### src/rtl/spike_aer_encoder.sv
// ---------------------------------------------------------------------------
// spike_aer_encoder
//
// Purpose:
//    Collects one-cycle spike pulses from the LIF neuron array and serialises
//    them into Address-Event Representation (AER) events on a valid/ready
//    stream. A pending-spike latch remembers every neuron that fired. A
//    round-robin arbiter moves one pending neuron per cycle into a
//    first-word-fall-through event FIFO. Coincident spikes are therefore not
//    lost while the consumer stalls.
//
// Ports:
//    clk          clock
//    rst_n        synchronous, active-low reset
//    enable       capture/arbitration enable (the output side drains regardless)
//    spike_in     one-cycle spike pulses, bit i is neuron i
//    time_tick    advances the timestep counter
//    m_valid      head event available
//    m_ready      consumer accepts the head event
//    m_neuron_id  neuron ID of the head event
//    m_timestamp  timestep of the head event (0 when timestamps are disabled)
//    fifo_count   event FIFO occupancy
//    pending_any  OR of the pending latch
//    drop_count   saturating count of cycles in which spikes merged (were lost)
//
// Build option:
//    AER_TIMESTAMP_EN  when defined, a timestep counter and a per-entry
//                      timestamp field are built and m_timestamp reports the
//                      timestep in which each event was granted. When it is
//                      undefined, m_timestamp is tied to 0 and time_tick is
//                      ignored.
// ---------------------------------------------------------------------------
module spike_aer_encoder #(
   parameter int NUM_NEURONS = 16,
   parameter int ID_WIDTH    = 4,
   parameter int FIFO_DEPTH  = 8,
   parameter int TS_WIDTH    = 16,
   parameter int CNT_WIDTH   = 16
) (
   input  logic                          clk,
   input  logic                          rst_n,
   input  logic                          enable,
   input  logic [NUM_NEURONS-1:0]        spike_in,
   input  logic                          time_tick,
   output logic                          m_valid,
   input  logic                          m_ready,
   output logic [ID_WIDTH-1:0]           m_neuron_id,
   output logic [TS_WIDTH-1:0]           m_timestamp,
   output logic [$clog2(FIFO_DEPTH):0]   fifo_count,
   output logic                          pending_any,
   output logic [CNT_WIDTH-1:0]          drop_count
);

   localparam int PTR_W = $clog2(FIFO_DEPTH);
   localparam int CNT_W = PTR_W + 1;
   localparam logic [CNT_W-1:0]    FULL_COUNT = CNT_W'(FIFO_DEPTH);
   localparam logic [ID_WIDTH:0]   NUM_LIMIT  = (ID_WIDTH+1)'(NUM_NEURONS);
   localparam logic [ID_WIDTH-1:0] LAST_ID    = ID_WIDTH'(NUM_NEURONS - 1);

   logic [NUM_NEURONS-1:0] r_pend;
   logic [ID_WIDTH-1:0]    r_rrPtr;
   logic [CNT_WIDTH-1:0]   r_dropCount;

   logic [PTR_W-1:0]       r_wrPtr;
   logic [PTR_W-1:0]       r_rdPtr;
   logic [CNT_W-1:0]       r_count;
   logic [ID_WIDTH-1:0]    r_idMem [FIFO_DEPTH];

   logic                   w_grantValid;
   logic [ID_WIDTH-1:0]    w_grantId;
   logic [NUM_NEURONS-1:0] w_grantVec;
   logic [ID_WIDTH:0]      w_candidate;
   logic [ID_WIDTH-1:0]    w_rrNext;
   logic                   w_collision;
   logic                   w_push;
   logic                   w_pop;

   // Round-robin arbiter. The scan visits offsets from rr_ptr downward, so
   // the last hit written is the set bit closest to rr_ptr (smallest
   // (i - rr_ptr) mod N). The full check uses the registered count: a pop in
   // the same cycle does not make room for this push.
   always_comb begin
      w_grantValid = 1'b0;
      w_grantId    = '0;
      w_grantVec   = '0;
      w_candidate  = '0;
      if (enable && (r_pend != '0) && (r_count < FULL_COUNT)) begin
         w_grantValid = 1'b1;
         for (int k = NUM_NEURONS - 1; k >= 0; k--) begin
            w_candidate = {1'b0, r_rrPtr} + (ID_WIDTH+1)'(k);
            if (w_candidate >= NUM_LIMIT) begin
               w_candidate = w_candidate - NUM_LIMIT;
            end
            if (r_pend[w_candidate[ID_WIDTH-1:0]]) begin
               w_grantId = w_candidate[ID_WIDTH-1:0];
            end
         end
         w_grantVec[w_grantId] = 1'b1;
      end
   end

   // The pointer moves to just past the winner so that it ranks last next time.
   assign w_rrNext = (w_grantId == LAST_ID) ? '0 : (w_grantId + ID_WIDTH'(1));

   // A collision is a new spike landing on a neuron that is still pending and
   // is not being granted in this cycle. The two spikes merge, so one is lost.
   assign w_collision = enable && ((spike_in & r_pend & ~w_grantVec) != '0);

   assign w_push  = w_grantValid;
   assign w_pop   = m_valid && m_ready;

   // Pending latch, arbitration pointer and drop counter. When enable is low,
   // the latch freezes and incoming spikes are ignored.
   always_ff @(posedge clk) begin
      if (!rst_n) begin
         r_pend      <= '0;
         r_rrPtr     <= '0;
         r_dropCount <= '0;
      end else begin
         if (enable) begin
            r_pend <= (r_pend & ~w_grantVec) | spike_in;
         end
         if (w_grantValid) begin
            r_rrPtr <= w_rrNext;
         end
         if (w_collision && (r_dropCount != '1)) begin
            r_dropCount <= r_dropCount + CNT_WIDTH'(1);
         end
      end
   end

   // FIFO pointers and occupancy. The pointers wrap naturally because
   // FIFO_DEPTH is a power of two.
   always_ff @(posedge clk) begin
      if (!rst_n) begin
         r_wrPtr <= '0;
         r_rdPtr <= '0;
         r_count <= '0;
      end else begin
         if (w_push) begin
            r_wrPtr <= r_wrPtr + PTR_W'(1);
         end
         if (w_pop) begin
            r_rdPtr <= r_rdPtr + PTR_W'(1);
         end
         if (w_push && !w_pop) begin
            r_count <= r_count + CNT_W'(1);
         end else if (!w_push && w_pop) begin
            r_count <= r_count - CNT_W'(1);
         end
      end
   end

   // Event storage. There is no reset because the outputs are gated by m_valid.
   always_ff @(posedge clk) begin
      if (w_push) begin
         r_idMem[r_wrPtr] <= w_grantId;
      end
   end

`ifdef AER_TIMESTAMP_EN
   logic [TS_WIDTH-1:0] r_tsCounter;
   logic [TS_WIDTH-1:0] r_tsMem [FIFO_DEPTH];

   // The timestep counter runs independently of enable and wraps at 2^TS_WIDTH.
   always_ff @(posedge clk) begin
      if (!rst_n) begin
         r_tsCounter <= '0;
      end else if (time_tick) begin
         r_tsCounter <= r_tsCounter + TS_WIDTH'(1);
      end
   end

   // The timestamp is captured alongside the ID in the grant cycle.
   always_ff @(posedge clk) begin
      if (w_push) begin
         r_tsMem[r_wrPtr] <= r_tsCounter;
      end
   end

   assign m_timestamp = m_valid ? r_tsMem[r_rdPtr] : '0;
`else
   logic w_unusedTick;
   assign w_unusedTick = time_tick;
   assign m_timestamp  = '0;
`endif

   assign m_valid     = (r_count != '0);
   assign m_neuron_id = m_valid ? r_idMem[r_rdPtr] : '0;
   assign fifo_count  = r_count;
   assign pending_any = |r_pend;
   assign drop_count  = r_dropCount;

endmodule
### config.mk
export PLATFORM = sky130hd
export DESIGN_NAME = spike_aer_encoder
export DESIGN_NICKNAME = d
export VERILOG_FILES = /design/src/rtl/spike_aer_encoder.sv
export SDC_FILE = /design/constraint.sdc
export NUM_CORES = 1
export LEC_CHECK = 0
export BUFFER_PORTS_ARGS = -buffer_cell sky130_fd_sc_hd__buf_2
export CAP_MARGIN = 0
export CORE_MARGIN = 2
export CORE_UTILIZATION = 55
export DETAILED_ROUTE_END_ITERATION = 10
export PLACE_DENSITY = 0.77
export SLEW_MARGIN = 20
export SYNTH_ARGS = -nofsm -noshare
export SYNTH_HDL_FRONTEND = slang
export SYNTH_SLANG_ARGS = --single-unit
### constraint.sdc
create_clock -name clk -period 8.2 [get_ports clk]
set_clock_uncertainty 0.2 [all_clocks]
set_input_delay 1.64 -clock clk [delete_from_list [all_inputs] [get_ports clk]]
set_output_delay 1.64 -clock clk [all_outputs]
set_load 0.1 [all_outputs]
==> flow_metrics.env, run 1 <==
export IMPL_outcome="completed"
export IMPL_final_max_slew_viol_count=0
export IMPL_sequential_cell_area_um2=1940
export IMPL_timing_critical_path_required_ns=8.24
export IMPL_first_global_vias=5031
export IMPL_p_leak_nw=2.56
export IMPL_number_of_instances_resized_during_post_cts_repair=0
export IMPL_drtAntennaViolNets=0
export IMPL_cts_tree="done"
export IMPL_mappedNetlistArea_um2=6470
export IMPL_vias_per_cell=6.65
export IMPL_timing_final_ws_setup_ns=1.51
export IMPL_fmax_mhz=149
export IMPL_place_congestion=0.928
export IMPL_synth_cell_types=86
export IMPL_crit_reg2reg_capture="drop_count[8]"
export IMPL_worstMarginPinSlew_ns=1.06
export IMPL_postCtsSetupBuffers=0
export IMPL_post_route_fraction_of_the_period_consumed_by_the_critical_path_pct=81.6
export IMPL_startpoint="r_rrPtr[1]"
export IMPL_vdd_ir_drop_max_uv=377
export IMPL_power_combinational_fraction_pct=63.5
export IMPL_die_w_um=112
export IMPL_drt_wl_total_um=16100
export IMPL_worst_skew_pair_late_latency_ns=0.34
export IMPL_core_um2=11500
export IMPL_initial_core_util_pct=56.5
export IMPL_pwr_dens_nw_per_um2=407
export IMPL_n_fill_cell=894
export IMPL_globalRouteOverflowTotal=0
export IMPL_final_hold_violation_count=0
export IMPL_numCtsBuffers=9
export IMPL_die_y_um=112
export IMPL_reg2regPathDepth=16
export IMPL_critical_path_reg2reg_startpoint="r_rrPtr[1]"
export IMPL_h_tree_depth=3
export IMPL_synth_async_reset_ratio_pct=0
export IMPL_antenna_found_initial=0
export IMPL_synthFlopType="sky130_fd_sc_hd__dfxtp_1"
export IMPL_grt_setup_unrepaired="false"
export IMPL_max_clock_path_buffers=2
export IMPL_post_synth_inst_count=667
export IMPL_grt_start_max_net_pins=36
export IMPL_worstSetupPathType="flop to flop"
export IMPL_max_cap_violations=0
export IMPL_p_clk_share_pct=15.7
export IMPL_grt_pass1_wl_um=26100
export IMPL_synth_edf_count=32
export IMPL_wire_per_inst_um=19.5
export IMPL_start_kind="flop"
export IMPL_setup_tns_ns=0
export IMPL_holdBufCountCts=0
export IMPL_reg2reg_slack_ns=1.51
export IMPL_synth_ff_latch_count=81
export IMPL_ctsRootBufferMaster="sky130_fd_sc_hd__clkbuf_16"
export IMPL_report_final_setup_viol=0
export IMPL_p_int_mw=1.40
export IMPL_hpwlAfterDp_um=11500
export IMPL_design_final_nets=710
export IMPL_path_clk_slew_ns=0.06
export IMPL_arrival_ns=6.73
export IMPL_layout_min_cycle_time_ns=6.69
export IMPL_grtUsageTotal_pct=25.7
export IMPL_slew_headroom_pct=28.5
export IMPL_multiInputGateArea_um2=4130
export IMPL_clock_sinks=81
export IMPL_first_iter_violations=542
export IMPL_port_buffer_count=45
export IMPL_ys_seq_area_share_pct=30.0
export IMPL_post_synth_cell_area_avg_um2=9.71
export IMPL_antennaDiodeCount=0
export IMPL_timing_critical_path_to_type="flop"
export IMPL_area_delta_synth_final_pct=6.61
export IMPL_sequentialPowerShare_pct=20.7
export IMPL_num_vias=5466
export IMPL_p_sw_share_pct=50.1
export IMPL_hp_class="flop to flop"
export IMPL_layout_drive_gt1_share_pct=22.5
export IMPL_drt_first_pass_iters=5
export IMPL_post_layout_total_power_mw=2.81
export IMPL_worstPathMaxFanout=29
export IMPL_drcViolationCount=0
export IMPL_power_net_switching_mw=1.41
export IMPL_pre_cts_ws_ns=1.63
export IMPL_dieArea_um2=12700
export IMPL_rows=39
export IMPL_io_pin_count=63
export IMPL_critPathCapture="drop_count[8]"
export IMPL_synth_warnings=0
power by group through the flow:
stage	registers (mW)	clock network, mW	logic [mW]
after floorplan	0.605	0	1.43
after global placement	0.584	0	1.71
after detailed placement	0.590	0	1.74
after CTS	0.582	0.445	1.75
after global routing	0.593	0.463	1.90
final	0.582	0.442	1.79
per-layer routing:
layer / wire (um) / GRT usage (%)
met4: 235 / 5.45
met1: 6690 / 34.9
met5: 0 / 0
met2: 7650 / 42.2
met3: 1500 / 6.10
worst max-delay path, cell delays in order, from the launching register on:
cell                        delay [ns]
sky130_fd_sc_hd__dfxtp_1          0.30
sky130_fd_sc_hd__buf_4            0.37
sky130_fd_sc_hd__clkinv_1         0.46
sky130_fd_sc_hd__ha_1             0.96
sky130_fd_sc_hd__mux4_2           0.67
sky130_fd_sc_hd__mux2i_1          0.31
sky130_fd_sc_hd__mux2_2           0.30
sky130_fd_sc_hd__a21oi_1          0.08
sky130_fd_sc_hd__o211a_1          0.23
sky130_fd_sc_hd__o311a_1          0.39
sky130_fd_sc_hd__a211oi_2         0.57
sky130_fd_sc_hd__and3_1           0.43
sky130_fd_sc_hd__a21oi_1          0.16
sky130_fd_sc_hd__a2111oi_2        0.42
sky130_fd_sc_hd__and4_4           0.44
sky130_fd_sc_hd__nor4_1           0.10
sky130_fd_sc_hd__o21a_1           0.18
cell type report:
class | instances | area share (%)
Clock buffer | 10 | 3.32
Tap cell | 143 | 2.59
Multi-Input combinational cell | 516 | 59.8
Inverter | 16 | 0.870
Timing Repair Buffer | 50 | 3.81
Sequential cell | 81 | 28.1
Clock inverter | 6 | 1.45
worst min-delay path by stage:
stage / from / slack, ns / endpoint / depth (start not counted)
finish: drop_count[12] / 0.28 / drop_count[12] / 2
global route: drop_count[12] / 0.32 / drop_count[12] / 2
CTS: drop_count[12] / 0.28 / drop_count[12] / 2
detailed placement: drop_count[12] / 0.27 / drop_count[12] / 2
global placement: drop_count[12] / 0.26 / drop_count[12] / 2
floorplan: r_rdPtr[1] / 0.25 / flop / 2
cells by family (layout without fill, tap and decap cells):
| group | after synthesis | after routing | share of synthesized area [%] |
|---|---|---|---|
| AO/OA/AOI/OAI | 142 | 142 | 15.8 |
| XOR/XNOR | 19 | 19 | 3.03 |
| adder cells (fa/ha/maj) | 15 | 15 | 3.02 |
| buffers and inverters | 85 | 82 | 7.09 |
| flip-flops | 81 | 81 | 30.0 |
| multiplexers | 100 | 100 | 23.8 |
| other | 1 | 16 | 0.0579 |
| AND/OR/NAND/NOR | 224 | 224 | 17.2 |
synthesized netlist by cell type, drive strengths merged (5+ instances only):
| master | n | area share (%) |
|---|---|---|
| nor2 | 56 | 3.3 |
| mux2i | 44 | 7.4 |
| o31ai | 6 | 0.70 |
| a21boi | 7 | 0.99 |
| nor3 | 14 | 1.3 |
| mux4 | 38 | 13 |
| a22oi | 16 | 1.9 |
| nand3 | 12 | 0.93 |
| nor4 | 16 | 1.9 |
| and3 | 5 | 0.48 |
| mux2 | 18 | 3.2 |
| dfxtp | 49 | 15 |
| inv | 13 | 0.75 |
| buf | 33 | 4.0 |
| o221ai | 5 | 0.68 |
| clkbuf | 36 | 2.1 |
| edfxtp | 32 | 15 |
| nand2 | 76 | 4.4 |
| ha | 14 | 2.7 |
| nand2b | 15 | 1.4 |
| xor2 | 7 | 0.95 |
| o21ai | 15 | 1.2 |
| xnor2 | 12 | 2.1 |
| a211oi | 7 | 0.97 |
| a21oi | 42 | 3.5 |
| a31oi | 5 | 0.48 |
state kept, by name, indices dropped and copies added, names as in the netlist, named ones only:
signal,cells
r_idMem,32
r_rdPtr,3
r_wrPtr,3
r_rrPtr,4
fifo_count,4
r_pend,16
drop_count,16
cell usage in the layout, fill, tap and decap left out, types with 15 or more instances in the layout:
master,n
sky130_fd_sc_hd__mux4_2,38
sky130_fd_sc_hd__a21oi_1,38
sky130_fd_sc_hd__a22oi_1,16
sky130_fd_sc_hd__edfxtp_1,32
sky130_fd_sc_hd__dfxtp_1,49
sky130_fd_sc_hd__nor2_1,55
sky130_fd_sc_hd__buf_2,45
sky130_fd_sc_hd__nand2_1,76
sky130_fd_sc_hd__nand2b_1,15
sky130_fd_sc_hd__conb_1,16
sky130_fd_sc_hd__mux2_2,15
sky130_fd_sc_hd__mux2i_1,40
through the flow:
| stage | std cells | hold slack (ns) | utilization, % | instance area (um^2) |
|---|---|---|---|---|
| finish | 822 | 0.283 | 60.2 | 6900 |
| global route | 822 | 0.316 | 60.2 | 6900 |
| CTS | 822 | 0.279 | 60.2 | 6900 |
| detailed placement | 806 | 0.270 | 57.3 | 6570 |
| global placement | 806 | 0.264 | 57.3 | 6570 |
| floorplan | 682 | 0.254 | - | 6530 |
No activity file was read; power rests on OpenSTA's default activity.
==> inputs of run 2 (changes only) <==
Clock period 8.2 ns to 6.46 ns, I/O delays scaled along.
==> flow_metrics.env, run 2 (synthesis gave the netlist of run 1 again) <==
export IMPL_worst_skew_pair_late_latency_ns=0.35
export IMPL_clock_sinks=81
export IMPL_placed_cells=809
export IMPL_worstPathMaxFanout=21
export IMPL_largest_register_ffs=32
export IMPL_drt_first_pass_iters=5
export IMPL_layout_drive_gt1_share_pct=23.0
export IMPL_final_hold_violation_count=0
export IMPL_ctsRootBufferMaster="sky130_fd_sc_hd__clkbuf_16"
export IMPL_post_route_fraction_of_the_period_consumed_by_the_critical_path_pct=87.8
export IMPL_grt_start_max_net_pins=36
export IMPL_num_vias=5408
export IMPL_rows=39
export IMPL_design_final_nets=713
export IMPL_core_um2=11500
export IMPL_initial_core_util_pct=56.5
export IMPL_hpwlAfterDp_um=11800
export IMPL_fmax_mhz=176
export IMPL_area_delta_synth_final_pct=6.57
export IMPL_drcViolationCount=0
export IMPL_layout_commonest_cell="sky130_fd_sc_hd__nand2_1"
export IMPL_globalRouteOverflowTotal=0
export IMPL_commonest_cells_after_routing_fill_and_taps_aside="sky130_fd_sc_hd__nand2_1, sky130_fd_sc_hd__nor2_1, sky130_fd_sc_hd__dfxtp_1, sky130_fd_sc_hd__buf_2, sky130_fd_sc_hd__mux2i_1"
export IMPL_port_buffer_count=45
export IMPL_grt_pass1_wl_um=26400
export IMPL_timing_final_ws_setup_ns=0.789
export IMPL_area_of_all_placed_cells_without_fillers_um2=6900
export IMPL_worstMarginPinSlew_ns=1.03
export IMPL_antennaDiodeCount=0
export IMPL_antenna_found_initial=0
export IMPL_cts_tree="done"
export IMPL_drtAntennaViolNets=0
export IMPL_setup_tns_ns=0
export IMPL_holdBufCountCts=0
export IMPL_finalNonFillerCells=825
export IMPL_h_tree_depth=3
export IMPL_grtUsageTotal_pct=25.9
export IMPL_postCtsSetupBuffers=0
export IMPL_hp_class="flop to flop"
export IMPL_wire_per_inst_um=19.6
export IMPL_first_global_vias=4975
export IMPL_drt_wl_total_um=16200
export IMPL_max_cap_violations=0
export IMPL_die_y_um=112
export IMPL_start_kind="flop"
export IMPL_numCtsBuffers=9
export IMPL_dpl_instance_area_um2=6600
export IMPL_outcome="completed"
export IMPL_post_layout_total_power_mw=3.53
export IMPL_place_congestion=0.935
export IMPL_max_clock_path_buffers=2
export IMPL_grt_setup_unrepaired="false"
export IMPL_layout_min_cycle_time_ns=5.67
export IMPL_p_leak_nw=2.57
export IMPL_timing_critical_path_required_ns=6.50
export IMPL_pre_cts_ws_ns=0.879
export IMPL_vdd_ir_drop_max_uv=554
export IMPL_first_iter_violations=540
export IMPL_report_final_setup_viol=0
export IMPL_arrival_ns=5.71
export IMPL_dieArea_um2=12700
export IMPL_slew_headroom_pct=30.1
export IMPL_number_of_instances_resized_during_post_cts_repair=0
export IMPL_path_clk_slew_ns=0.07
export IMPL_top_register="r_idMem"
export IMPL_pwr_dens_nw_per_um2=512
export IMPL_die_w_um=112
export IMPL_io_pin_count=63
export IMPL_final_max_slew_viol_count=0
export IMPL_worstSetupPathType="flop to flop"
export IMPL_timing_critical_path_to_type="flop"
export IMPL_vias_per_cell=6.56
## run 2: cell types whose count changed in the layout (fill, tap and decap cells not counted)
cell	delta
sky130_fd_sc_hd__clkinv_8	+2
sky130_fd_sc_hd__inv_8	-1
sky130_fd_sc_hd__bufinv_16	-2
sky130_fd_sc_hd__buf_4	+3
sky130_fd_sc_hd__clkbuf_1	-1
sky130_fd_sc_hd__clkinv_4	-2
sky130_fd_sc_hd__inv_6	+4
## run 2: final timing paths
check	from	to	slack, ns	cells after the start
min reg2reg	drop_count[6]	drop_count[6]	0.30	2
max reg2reg	r_rrPtr[1]	drop_count[8]	0.79	16
max	r_rrPtr[1]	drop_count[8]	0.79	16
min	drop_count[6]	drop_count[6]	0.30	2
## run 2: metrics by stage
step / hold slack (ns) / util, %
after floorplan: 0.254 / -
after global placement: 0.265 / 57.5
after detailed placement: 0.282 / 57.5
after CTS: 0.293 / 60.2
after global routing: 0.318 / 60.2
final: 0.300 / 60.2
## run 2: where the power goes
| part | total (mW) | internal, mW | switching [mW] |
|---|---|---|---|
| sequential | 0.755 | 0.648 | 0.107 |
| combinational | 2.26 | 0.794 | 1.47 |
| clock | 0.514 | 0.275 | 0.238 |
## run 2: layout make-up
cell class | instances | area, um^2
fill | 919 | 4570
timing repair buffer | 53 | 285
clock inverter | 7 | 78.8
clock buffer | 9 | 225
multi-input combinational | 516 | 4130
sequential | 81 | 1940
inverter | 16 | 60.1
tap | 143 | 179
## run 2: critical path: stages (launching register included)
cell	delay, ns
sky130_fd_sc_hd__dfxtp_1	0.37
sky130_fd_sc_hd__clkinv_1	0.07
sky130_fd_sc_hd__buf_4	0.19
sky130_fd_sc_hd__ha_1	0.78
sky130_fd_sc_hd__inv_2	0.25
sky130_fd_sc_hd__mux4_2	0.48
sky130_fd_sc_hd__mux2_2	0.35
sky130_fd_sc_hd__mux2i_4	0.25
sky130_fd_sc_hd__nand2_1	0.16
sky130_fd_sc_hd__o31ai_1	0.47
sky130_fd_sc_hd__a21oi_1	0.21
sky130_fd_sc_hd__a211oi_2	0.55
sky130_fd_sc_hd__a21oi_1	0.16
sky130_fd_sc_hd__a2111oi_2	0.31
sky130_fd_sc_hd__and4_4	0.44
sky130_fd_sc_hd__nor4_1	0.11
sky130_fd_sc_hd__o21a_1	0.19
## run 2: routing by layer
layer / share of wire (%) / wire [um] / global-route usage [%] / up-vias
met5: 0 / 0 / 0 / -
met4: 1.6 / 253 / 5.93 / 0
met3: 7.6 / 1240 / 4.32 / 23
met2: 48 / 7780 / 42.2 / 273
met1: 43 / 6890 / 36.6 / 2615
li1: - / - / - / 2497
